File: config.mk
export PLATFORM = sky130hd
export DESIGN_NAME = bias_stream_sched
export DESIGN_NICKNAME = d
export VERILOG_FILES = /design/src/rtl/bias_stream_sched.sv
export SDC_FILE = /design/constraint.sdc
export NUM_CORES = 1
export LEC_CHECK = 0
export ABC_AREA = 1
export BUFFER_PORTS_ARGS = -buffer_cell sky130_fd_sc_hd__buf_2
export CORE_MARGIN = 2
export CORE_UTILIZATION = 50
export CTS_CLUSTER_SIZE = 24
export DETAILED_ROUTE_END_ITERATION = 7
export PLACE_DENSITY_LB_ADDON = 0.05
export SLEW_MARGIN = 20
export SYNTH_ARGS = -nofsm -noshare
export SYNTH_HDL_FRONTEND = slang
export SYNTH_SLANG_ARGS = --single-unit
File: constraint.sdc
create_clock -name ap_clk -period 2.5 [get_ports ap_clk]
set_input_delay 0.375 -clock ap_clk [delete_from_list [all_inputs] [get_ports ap_clk]]
set_output_delay 0.375 -clock ap_clk [all_outputs]
set_load 0.01 [all_outputs]
File: src/rtl/bias_stream_sched.sv
// Bias ROM sequencer: streams MEM_SIZE coefficients N_REPEAT times into an ap_fifo
// behind a 2-entry skid buffer, launched and completed via an ap_ctrl_hs-style handshake.
module bias_stream_sched #(
    parameter int MEM_SIZE   = 16,
    parameter int DATA_WIDTH = 16,
    parameter int N_REPEAT   = 1,
    localparam int ADDR_W    = (MEM_SIZE > 1) ? $clog2(MEM_SIZE) : 1,
    localparam int TOTAL     = MEM_SIZE * N_REPEAT,
    localparam int CNT_W     = $clog2(TOTAL + 1)
) (
    input  logic                  ap_clk,
    input  logic                  ap_rst,
    input  logic                  ap_start,
    output logic                  ap_idle,
    output logic                  ap_done,
    output logic                  ap_ready,
    output logic [ADDR_W-1:0]     rom_address,
    output logic                  rom_ce,
    input  logic [DATA_WIDTH-1:0] rom_q,
    output logic [DATA_WIDTH-1:0] output_V_din,
    input  logic                  output_V_full_n,
    output logic                  output_V_write
);

    typedef enum logic [1:0] {
        S_IDLE = 2'd0,
        S_RUN  = 2'd1,
        S_DONE = 2'd2
    } state_t;

    state_t                state, next_state;
    logic [1:0]            occ;
    logic                  infl;
    logic [DATA_WIDTH-1:0] buf_head, buf_tail;
    logic [CNT_W-1:0]      reads_left, writes_left;
    logic                  pop;
    logic [2:0]            level;

    always_comb begin
        pop        = (occ != 2'd0) && output_V_full_n;
        // Slots that will be occupied next cycle if no new read is issued now.
        level      = {1'b0, occ} + {2'b0, infl} - {2'b0, pop};
        rom_ce     = (state == S_RUN) && (reads_left != '0) && (level < 3'd2);
        next_state = state;
        case (state)
            S_IDLE:  if (ap_start) next_state = S_RUN;
            S_RUN:   if (pop && (writes_left == CNT_W'(1))) next_state = S_DONE;
            S_DONE:  next_state = S_IDLE;
            default: next_state = S_IDLE;
        endcase
    end

    assign ap_idle        = (state == S_IDLE);
    assign ap_done        = (state == S_DONE);
    assign ap_ready       = ap_done;
    assign output_V_write = pop;
    assign output_V_din   = buf_head;

    always_ff @(posedge ap_clk) begin
        if (ap_rst) begin
            state       <= S_IDLE;
            rom_address <= '0;
            occ         <= 2'd0;
            infl        <= 1'b0;
            buf_head    <= '0;
            buf_tail    <= '0;
            reads_left  <= '0;
            writes_left <= '0;
        end else begin
            state <= next_state;
            infl  <= rom_ce;
            if ((state == S_IDLE) && ap_start) begin
                reads_left  <= CNT_W'(TOTAL);
                writes_left <= CNT_W'(TOTAL);
                rom_address <= '0;
            end
            if (rom_ce) begin
                reads_left <= reads_left - CNT_W'(1);
                if (rom_address == ADDR_W'(MEM_SIZE - 1))
                    rom_address <= '0;
                else
                    rom_address <= rom_address + ADDR_W'(1);
            end
            if (pop)
                writes_left <= writes_left - CNT_W'(1);
            // infl doubles as the push strobe: rom_q is valid one cycle after rom_ce.
            case ({infl, pop})
                2'b10: begin
                    if (occ == 2'd0) buf_head <= rom_q;
                    else             buf_tail <= rom_q;
                    occ <= occ + 2'd1;
                end
                2'b01: begin
                    buf_head <= buf_tail;
                    occ      <= occ - 2'd1;
                end
                2'b11: begin
                    if (occ == 2'd2) begin
                        buf_head <= buf_tail;
                        buf_tail <= rom_q;
                    end else begin
                        buf_head <= rom_q;
                    end
                end
                default: ;
            endcase
        end
    end

endmodule

======== Word-level counts from Yosys, hierarchy flattened ========
Cells that the tools add are included.
storage, ports and cells
  register bits after elaboration ......... 51
  logic and storage cells ................. 62
operators by class
  add/subtract/negate cells ............... 7
  $lt $le $gt $ge ......................... 1
  equal/unequal tests ..................... 13
  multiplexer cells ....................... 16
  reduce and logical (&&, ||, !) cells .... 17
operator list
  cell                                                        count
  2-to-1 mux 16 bit                                           4
  one-hot mux 16 bit (3 select lines)                         1
  one-hot mux 16 bit (2 select lines)                         1
  2-to-1 mux 5 bit                                            3
  2-to-1 mux 4 bit                                            3
  nonzero test 2 bit                                          5
  subtractor 5 x 1 -> 5 bit, second input constant            2
  == test 2 bit, second input constant                        4
  inequality test 2 bit, second input constant                4
  one-hot mux 2 bit (2 select lines)                          2
  == test 5 x 1 -> 1 bit, second input constant               1
  logical AND 1 bit                                           5
  nonzero test 5 bit                                          1
  adder 4 x 1 -> 4 bit, second input constant                 1
  == test 2 x 1 -> 1 bit, second input constant               2
  == test 4 bit, second input constant                        1
  logical NOT 2 bit                                           2
  2-to-1 mux 2 bit                                            2
  AND reduction 2 bit                                         2
  adder 2 x 1 -> 3 bit                                        1
  less-than comparator 3 x 2 -> 1 bit, second input constant  1
  AND reduction 3 bit                                         1
  nonzero test 3 bit                                          1
  subtractor 3 x 1 -> 3 bit                                   1
  other kinds (3)                                             3

======== Logic depth before layout (Yosys ltp) ========
Gate-level depths: netlist of the first run.
  depth in word-level cells ............... 6
  gate-level depth with buffers ........... 15

======== Least setup slack after synthesis of the first run ========
Ideal clock, no wire load.
  path type ............................... register -> output
  from .................................... reg occ[1]
  to ...................................... out rom_ce
  arrival ................................. 2.195 ns
  data required time ...................... 2.125 ns
  path slack .............................. -0.070 ns
  stages on the path, launching flop included .. 12
  path buffers ............................ 0
  cells stage by stage .................... dfxtp_1 -> inv_2 -> nand2_2 -> nand2_2 -> ha_1 -> nor2_1 -> inv_1 -> fa_1 -> inv_1 -> nor2_1 -> nand2_1 -> nor2_1
on the way
  longest elaborated chain between the ends .. 5
  elaborated cells between the ends (all ways) .. 6
  classes of those cells .................. add/sub: 2; order compare: 1; reduce/logical: 3
ends and longest elaborated chain
  what                                                                          line  RTL
  from (decl)                                                                   32    logic [1:0] occ;
  from (signal assigned)                                                        91    occ <= occ + 2'd1;
  from (signal assigned)                                                        95    occ <= occ - 2'd1;
  parallel branches: the longest is 2 deep, another holds adder 2 x 1 -> 3 bit  -
  subtractor 3 x 1 -> 3 bit (*)                                                 42    level = {1'b0, occ} + {2'b0, infl} - {2'b0, pop};
  less-than comparator 3 x 2 -> 1 bit (*)                                       43    rom_ce = (state == S_RUN) && (reads_left != '0) && (level < 3'd2);
  logical AND 1 bit (*)                                                         43
  to (decl)                                                                     18    output logic rom_ce,
Mark *: on every way between the ends.

======== Worst setup path after layout of the first run ========
  from .................................... reg occ[0]
  to ...................................... out rom_ce
Same word-level chain as after synthesis.

==> flow_summary.ini, run 1 <==
[drt]
drc = 0
wire_per_inst_um = 11.5
ant_nets = 0
num_vias = 2395
drtIter0Drc = 117
via_per_inst = 4.96
firstDrtPassIters = 4
drt_wl_total_mm = 5.54

[worst_setup_path]
timing.rr.end = reads_left[0]
cp_cell_sequence = inv_4 > nand2_2 > nand2_2 > ha_4 > nor2_4 > inv_2 > fa_1 > inv_1 > nor2_2 > nand2_1 > nor2_2 > buf_2
critPathMaxFanout = 2
max_stage_delay_ps = 480
path_class = reg2out
cp_slowest_cell = fa_1
regToRegSetupSlack_ps = 290
crit_arrival_ps = 2200
reg2reg_from = occ[0]
r2r_cells = 14
critical_path_required_ps = 2120
critPathCaptureType = output port
start_kind = flop

[sta]
tightest_slew_ps = 1080
setup_tns_ps = -77.5
slew_viol_final = 0
hold-worst-slack_ps = 320
setup_viol = 1
finalClockSkew_ps = 8.42
fin_ws_ps = -77.5
hold_viol = 0
period_minus_slack_ps = 2580
rsz0062_at_grt = yes
max_freq_ghz = 0.388
period_share_pct = 103
slew_headroom_pct = 28.1

[power_and_ir_drop]
cellPowerDensity_nw_per_um2 = 736
p_leak_nw = 1.47
ir_worst_vdd_uv = 441

[clocking]
cts_max_path_buffers = 2
numCtsBuffers = 5
cts_tree = built
clk_pin_slew_ps = 90
clkSinkCount = 51
clock_latency_ps = 300
htree_levels = 2
root_buffer = clkbuf_8

[grt]
grt_antenna_before_repair = 0
grt-ovfl-total = 0
grt_pass1_wl_mm = 9.40
grt_max_degree = 33
grt_pass1_vias = 2114
grt_use_total_pct = 19.4

[outcome]
outcome = complete, but fails checks
violations = setup timing

[synthesis]
synth_cell_types = 30
yosys.area.top_type = dfxtp_1
synth.avg_cell_area_um2 = 7.08
synth_area_um2 = 2600
synth_top_area_share_pct = 39.3
synth_cells = 367
synth-seq-cells = 51
ys_top_cells_by_area = dfxtp_1 39%, nand3_1 12%, nand2_1 9.7%, nor2_1 5.5%, inv_1 5.3%
yosysSeqAreaShare_pct = 39.3
syn-num-nets = 394
yosys_warnings = 0

[die]
dieArea_um2 = 5790
start_util_pct = 51.2
fp-row-count = 26
core_area_um2 = 5070
pin_count = 45
die_x_um = 76.1
die_y_um = 76.1

[worst_hold_path]
whs_endpoint = rom_address[3]
holdCritPathClass = in2reg
min_from = ap_rst
hold_depth = 2

[finish]
final_util_pct = 59.5
final_common_cell = nand2_1
final_cells = 483
fill_cells = 518
drive_gt1_share_pct = 20.6
antenna_cells = 0
area_growth_pct = 16.2
fin_nets = 439
final_cell_mix = 67 x nand2_1, 60 x nand3_1, 48 x dfxtp_1

[placed_design]
dp.cells = 472
dp_hpwl_mm = 3.71
io_buffers = 44
gp_congestion = 0.770

[flow_run]
cap_violations = 0
stage by stage:
step           instance area (um^2)  total power [mW]  setup WS (ps)
3_3_place_gp                   2880              1.73           32.7
5_1_grt                        3020              2.39           -203
3_5_place_dp                   2880              1.74           26.8
2_1_floorplan                  2600              1.53           24.2
6_report                       3020              2.22          -77.5
4_1_cts                        3020              2.25          -63.3
cell families (layout without fill, tap and decap cells):
family / after synthesis / in the layout / synth area share, %
XOR/XNOR: 2 / 2 / 0.674
buffers and inverters: 59 / 105 / 9.63
adder cells (fa/ha/maj): 7 / 7 / 3.66
AO/OA/AOI/OAI: 38 / 38 / 8.09
AND/OR/NAND/NOR: 210 / 210 / 38.6
flip-flops: 51 / 51 / 39.3
layout make-up:
class,instances,area (um^2),area share (%)
clock buffer,5,68.8,2.28
clock inverter,3,20.0,0.663
inverter,41,156,5.18
tap,70,87.6,2.90
timing repair buffer,56,310,10.3
multi-input combinational,257,1350,44.8
sequential,51,1020,33.9
registers in the layout, summed over array words and instances (netlist names):
| name | flops |
|---|---|
| output_V_din | 16 |
| state | 2 |
| occ | 2 |
| infl | 1 |
| reads_left | 5 |
| writes_left | 5 |
| rom_address | 4 |
| buf_tail | 16 |
worst max-delay path by stage:
stage / start / end / slack (ps) / cells after the start
after floorplan: occ[1] / rom_ce / 20 / 11
after global placement: output_V_full_n / rom_ce / 30 / 11
after detailed placement: output_V_full_n / rom_ce / 30 / 11
after CTS: occ[0] / rom_ce / -60 / 12
after global routing: occ[0] / rom_ce / -200 / 12
final: occ[0] / rom_ce / -80 / 12
timing repair:
item / in CTS / in global routing
resized for setup: 9 / 0
setup endpoints to repair: 1 / 1
hold buffers: 0 / 0
pin swaps: 6 / 3
hold endpoints to repair: 0 / 0
setup buffers: 3 / 0
report_power, final:
part	internal (mW)	total [mW]	switching [mW]
combinational	0.320	0.762	0.442
sequential	0.928	0.992	0.0634
clock	0.195	0.469	0.274
total	1.44	2.22	0.779
layer usage:
metal	wire (um)	track usage, %	share of wire (%)
met1	2690	24.9	49
met2	2610	33.3	47
met3	208	4.50	3.8
met4	21	4.73	0.38
met5	0	0	0
worst max-delay path, delay by kind of cell, from the launching register on:
kind | cells | cell delay, ps
adders and majority gates | 2 | 710
and+or+nand+nor | 6 | 570
DFF | 1 | 360
buffers and inverters | 4 | 270
cell usage after synthesis:
| library cell | n |
|---|---|
| o21ai_2 | 1 |
| dfxtp_1 | 51 |
| or2_1 | 13 |
| nor2_4 | 1 |
| nand3_2 | 1 |
| clkbuf_1 | 5 |
| clkinv_1 | 1 |
| xnor2_1 | 1 |
| fa_1 | 1 |
| buf_4 | 5 |
| xor2_1 | 1 |
| o21ai_4 | 1 |
| nand2_1 | 67 |
| inv_2 | 3 |
| or2_0 | 1 |
| a211oi_1 | 1 |
| nand3b_1 | 16 |
| nand3_1 | 60 |
| inv_1 | 37 |
| a21oi_1 | 24 |
| nor2_1 | 38 |
| nor3_1 | 2 |
| nand2_2 | 4 |
| nand4_1 | 4 |
| ha_1 | 6 |
| o21bai_1 | 1 |
| buf_2 | 8 |
| or2_2 | 2 |
| nor3b_1 | 1 |
| o21ai_0 | 10 |
Note: power is estimated with default switching activity, not from simulation.
==> run 2: changes to the inputs <==
--- a/config.mk
+++ b/config.mk
@@ -12,6 +12,7 @@
 export CTS_CLUSTER_SIZE = 24
 export DETAILED_ROUTE_END_ITERATION = 7
 export PLACE_DENSITY_LB_ADDON = 0.05
+export RECOVER_POWER = 50
 export SLEW_MARGIN = 20
 export SYNTH_ARGS = -nofsm -noshare
 export SYNTH_HDL_FRONTEND = slang
==> flow_summary.ini, run 2 (synthesis gave the netlist of run 1 again) <==
[outcome]
outcome = complete, but fails checks
violations = setup timing

[clocking]
clkSinkCount = 51
numCtsBuffers = 5
cts_tree = built
clk_pin_slew_ps = 90
htree_levels = 2
clock_latency_ps = 300
root_buffer = clkbuf_8
cts_max_path_buffers = 2

[power_and_ir_drop]
p_sw_uw = 783
cellPowerDensity_nw_per_um2 = 739
swShare_pct = 35.5
p_leak_nw = 1.37
power.share.clock_pct = 21.4
total_power_mw = 2.21
ir_worst_vdd_uv = 436
pwr-share-seq_pct = 45.0
p_int_mw = 1.42
power_frac_comb_pct = 33.6

[worst_setup_path]
r2r_cells = 14
cp_slowest_cell = fa_1
max_stage_delay_ps = 480
critPathCaptureType = output port
crit_arrival_ps = 2180
critical_path_required_ps = 2120
path_class = reg2out
critPathMaxFanout = 2
start_kind = flop
cp_cell_sequence = inv_4 > nand2_2 > nand2_2 > ha_4 > nor2_4 > inv_2 > fa_1 > inv_1 > nor2_2 > nand2_1 > nor2_2 > buf_2

[grt]
grt_use_total_pct = 19.4
grt_antenna_before_repair = 0
grt_pass1_wl_mm = 9.40
grt_max_degree = 33
grt-ovfl-total = 0
grt_pass1_vias = 2114

[die]
start_util_pct = 51.2
die_y_um = 76.1
pin_count = 45
die_x_um = 76.1
core_area_um2 = 5070
fp-row-count = 26
dieArea_um2 = 5790

[drt]
drt_wl_total_mm = 5.51
num_vias = 2421
drtIter0Drc = 139
via_per_inst = 5.01
wire_per_inst_um = 11.4
ant_nets = 0
firstDrtPassIters = 4
drc = 0

[worst_hold_path]
hold_depth = 2
holdCritPathClass = in2reg

[placed_design]
io_buffers = 44
dp_hpwl_mm = 3.71
gp_congestion = 0.770
placed_cell_area_um2 = 2880

[sta]
fin_ws_ps = -58.5
max_freq_ghz = 0.391
tightest_slew_ps = 1060
period_share_pct = 102
slew_headroom_pct = 29.4
hold_viol = 0
finalClockSkew_ps = 8.90
setup_viol = 1
slew_viol_final = 0
rsz0062_at_grt = yes
period_minus_slack_ps = 2560

[finish]
final_common_cell = nand2_1
finalInstanceArea_um2 = 2990
final_cell_mix = 67 x nand2_1, 60 x nand3_1, 48 x dfxtp_1
area_growth_pct = 15.0
fin_nets = 439
drive_gt1_share_pct = 14.8
antenna_cells = 0

[flow_run]
cap_violations = 0
run 2: cell types whose count changed in the layout (fill, tap and decap cells not counted):
cell | before | now
buf_4 | 12 | 11
clkbuf_1 | 0 | 24
buf_2 | 44 | 21
run 2: repair_timing:
item,in CTS,in global routing
pin swaps,6,3
buffers inserted,3,0
hold buffers,0,0
setup endpoints to repair,1,1
gates resized for setup,9,0
run 2: worst paths after layout:
check / from / end / slack (ps)
hold / removal: ap_rst / rom_address[3] / 320
setup reg to reg: occ[0] / reads_left[0] / 300
hold reg to reg: buf_tail[15] / buf_tail[15] / 490
setup / recovery: occ[0] / rom_ce / -60
run 2: through the flow:
step	hold WS [ps]	setup WS, ps	instances	utilization (%)	setup TNS [ps]
6_report	316	-58.5	483	58.9	-58.5
5_1_grt	331	-203	483	58.9	-210
4_1_cts	310	-63.3	483	59.5	-63.3
3_5_place_dp	470	26.8	472	56.7	0
3_3_place_gp	461	32.7	472	56.7	0
2_1_floorplan	444	24.2	367	-	0
run 2: area by class of cell:
class / instances / area (um^2)
multi-input combinational: 257 / 1350
clock buffer: 5 / 68.8
timing repair buffer: 56 / 278
fill: 528 / 2090
inverter: 41 / 156
tap: 70 / 87.6
clock inverter: 3 / 20.0
sequential: 51 / 1020
run 2: metal layers:
| metal | vias up | routed length [um] | GRT usage, % |
|---|---|---|---|
| met5 | - | 0 | 0 |
| met1 | 1083 | 2630 | 24.9 |
| met2 | 67 | 2580 | 33.3 |
| li1 | 1269 | - | - |
| met4 | 0 | 25 | 4.73 |
| met3 | 2 | 277 | 4.50 |
run 2: power by group through the flow:
stage	clock (mW)	combinational [mW]	sequential, mW
global placement	0	0.728	1.00
global route	0.518	0.844	1.01
CTS	0.495	0.767	0.992
floorplan	0	0.497	1.04
finish	0.472	0.741	0.993
detailed placement	0	0.734	1.01
run 2: worst max-delay path, delay by kind of cell, from the launching register on:
family	cells	cell delay, ps
flops	1	360
simple gates	6	560
buf+inv	4	270
fa+ha+maj	2	710
==> run 3: changes to the inputs <==
--- a/config.mk
+++ b/config.mk
@@ -5,10 +5,9 @@
 export SDC_FILE = /design/constraint.sdc
 export NUM_CORES = 1
 export LEC_CHECK = 0
-export ABC_AREA = 1
 export BUFFER_PORTS_ARGS = -buffer_cell sky130_fd_sc_hd__buf_2
-export CORE_MARGIN = 2
-export CORE_UTILIZATION = 50
+export CORE_MARGIN = 3
+export CORE_UTILIZATION = 49
 export CTS_CLUSTER_SIZE = 24
 export DETAILED_ROUTE_END_ITERATION = 7
 export PLACE_DENSITY_LB_ADDON = 0.05
==> flow_summary.ini, run 3 <==
[sta]
hold_viol = 0
slew_headroom_pct = 35.6
period_share_pct = 99.3
finalClockSkew_ps = 5.80
rsz0062_at_grt = yes
fin_ws_ps = 16.4
slew_viol_final = 0
max_freq_ghz = 0.403
tightest_slew_ps = 965
period_minus_slack_ps = 2480
setup_viol = 0

[synthesis]
synth_cells = 247
synth_compound_area_share_pct = 13.9
yosys_warnings = 0
synth_top_area_share_pct = 43.4
synth-main-ff-cell = dfxtp_1
synth_xor_area_share_pct = 1.12
yosys.area_share.adder_pct = 4.04
ys_top_cells_by_area = dfxtp_1 43%, mux2i_1 14%, nor2_1 8.1%, a211oi_1 5.1%, ha_1 3.2%
synth_area_um2 = 2350
synth_edf_count = 0
synth.avg_cell_area_um2 = 9.52
synth_cell_types = 45
yosysSeqAreaShare_pct = 43.4
async_flop_share_pct = 0
synth-seq-cells = 51
synth_simple_gate_area_share_pct = 18.1
muxShareOfSynthArea_pct = 15.0
yosys.area.top_type = dfxtp_1
syn-num-nets = 274
ys_top_cells_by_count = 51 x dfxtp_1, 51 x nor2_1, 34 x mux2i_1
synth_top_family_by_area = simple AND/OR/NAND/NOR gates

[worst_setup_path]
critical_path_required_ps = 2120
reg2reg_from = occ[1]
path_class = reg2out
critPathCaptureType = output port
cp_num_buf_inv = 2
start_kind = flop
startpoint = occ[1]
critPathMaxFanout = 2
cp_slowest_cell = fa_1
regToRegSetupSlack_ps = 150
timing.rr.end = reads_left[3]
crit_arrival_ps = 2110
path_delay_family = adder cells
r2r_cells = 9
cp_cell_sequence = o21ai_4 > ha_4 > nand2b_4 > fa_1 > and3b_2 > nand3_2 > inv_2 > buf_6
max_stage_delay_ps = 470

[drt]
drtIter0Drc = 68
drt_wl_total_mm = 4.64
drc = 0
wire_per_inst_um = 13.2
via_per_inst = 5.39
firstDrtPassIters = 4
ant_nets = 0
num_vias = 1898

[outcome]
outcome = finished clean

[placed_design]
gp_congestion = 0.787
io_buffers = 44
dp_hpwl_mm = 3.13
pre_cts_ws_ps = 41.3

[grt]
grt_pass1_vias = 1725
grt-ovfl-total = 0
grt_max_degree = 33
grt_pass1_wl_mm = 7.73
grt_antenna_before_repair = 0
grt_use_total_pct = 17.6

[clocking]
numCtsBuffers = 5
cts_max_path_buffers = 2
clk_pin_slew_ps = 100
clock_latency_ps = 310
root_buffer = clkbuf_8
cts_hold_buf = 0
htree_levels = 2
clkSinkCount = 51
cts_tree = built

[power_and_ir_drop]
swShare_pct = 35.4
cellPowerDensity_nw_per_um2 = 951
pwr-share-seq_pct = 41.0
p_int_mw = 1.71
power_frac_comb_pct = 36.9
p_sw_uw = 935
ir_worst_vdd_uv = 474
p_leak_nw = 1.16
power.share.clock_pct = 22.1

[worst_hold_path]
hold_depth = 3
min_from = rom_q[7]
whs_endpoint = buf_tail[7]
holdCritPathClass = in2reg

[flow_run]
cap_violations = 0

[finish]
area_growth_pct = 18.3
final_util_pct = 61.7
final_common_cell = nor2_1
antenna_cells = 0
final_cell_mix = 51 x nor2_1, 49 x dfxtp_1, 34 x mux2i_1
drive_gt1_share_pct = 19.0
fin_nets = 326
fill_cells = 429

[die]
fp-row-count = 24
dieArea_um2 = 5660
start_util_pct = 52.2
die_y_um = 75.3
core_area_um2 = 4500
die_x_um = 75.3
pin_count = 45
==> run 3: cell count changes in the layout (fill, tap and decap cells not counted), moves of 5 or more <==
cell,previous run,this run
inv_1,36,5
nor2_1,35,51
a21oi_1,24,12
mux2i_1,0,34
o21ai_0,10,5
nand3b_1,16,4
a211oi_1,1,16
nand2_1,67,8
or2_1,13,0
nand3_1,60,0
==> run 3: worst min-delay path, delay by kind of cell <==
kind | cells | cell delay, ps
and+or+nand+nor | 1 | 70
muxes | 1 | 60
buffers and inverters | 1 | 80
==> run 3: layout make-up <==
| class | count | area [um^2] | share of cell area (%) |
|---|---|---|---|
| clock inverter | 3 | 46.3 | 1.67 |
| inverter | 7 | 27.5 | 0.990 |
| tap | 52 | 65.1 | 2.34 |
| multi-input combinational | 176 | 1250 | 45.0 |
| sequential | 51 | 1020 | 36.8 |
| clock buffer | 5 | 68.8 | 2.48 |
| timing repair buffer | 58 | 299 | 10.8 |
==> run 3: layer usage <==
metal / GRT usage [%] / wire length [um]
met5: 0 / 0
met4: 5.83 / 61
met3: 4.67 / 201
met2: 29.3 / 2220
met1: 22.0 / 2150
==> run 3: power groups by stage <==
stage               combinational (mW)  sequential (mW)  clock [mW]
floorplan                        0.648             1.14           0
global placement                 0.953             1.10           0
detailed placement               0.965             1.10           0
CTS                               1.02             1.08       0.607
global route                      1.10             1.11       0.633
finish                           0.976             1.08       0.585
==> run 3: how the worst max path moves through the flow <==
stage / endpoint / cells past startpoint
final: rom_ce / 8
after global routing: rom_ce / 8
after CTS: rom_ce / 8
after detailed placement: rom_ce / 9
after global placement: rom_ce / 9
after floorplan: rom_address[0] / 9
==> run 3: cells by family (layout without fill, tap and decap cells) <==
kind of cell / after synthesis / after routing
flip-flops: 51 / 51
multiplexers: 35 / 35
AND/OR/NAND/NOR: 87 / 87
buffers and inverters: 20 / 73
XOR/XNOR: 3 / 3
AO/OA/AOI/OAI: 44 / 44
adder cells (fa/ha/maj): 7 / 7
==> run 3: per-stage QoR <==
stage	instance area, um^2	total power, mW	instances	setup TNS [ps]	hold WS [ps]
after floorplan	2360	1.78	247	0	457
after global placement	2650	2.05	341	0	472
after detailed placement	2650	2.06	341	0	484
after CTS	2820	2.71	352	0	299
after global routing	2780	2.84	352	-79.8	314
final	2780	2.64	352	0	313
==> run 3: timing repair <==
| item | CTS | global route |
|---|---|---|
| pin swaps | 2 | 1 |
| gates cloned | 0 | 0 |
| endpoints found under the setup margin | 1 | 1 |
| gates resized for setup | 5 | 0 |
| buffers inserted | 3 | 0 |
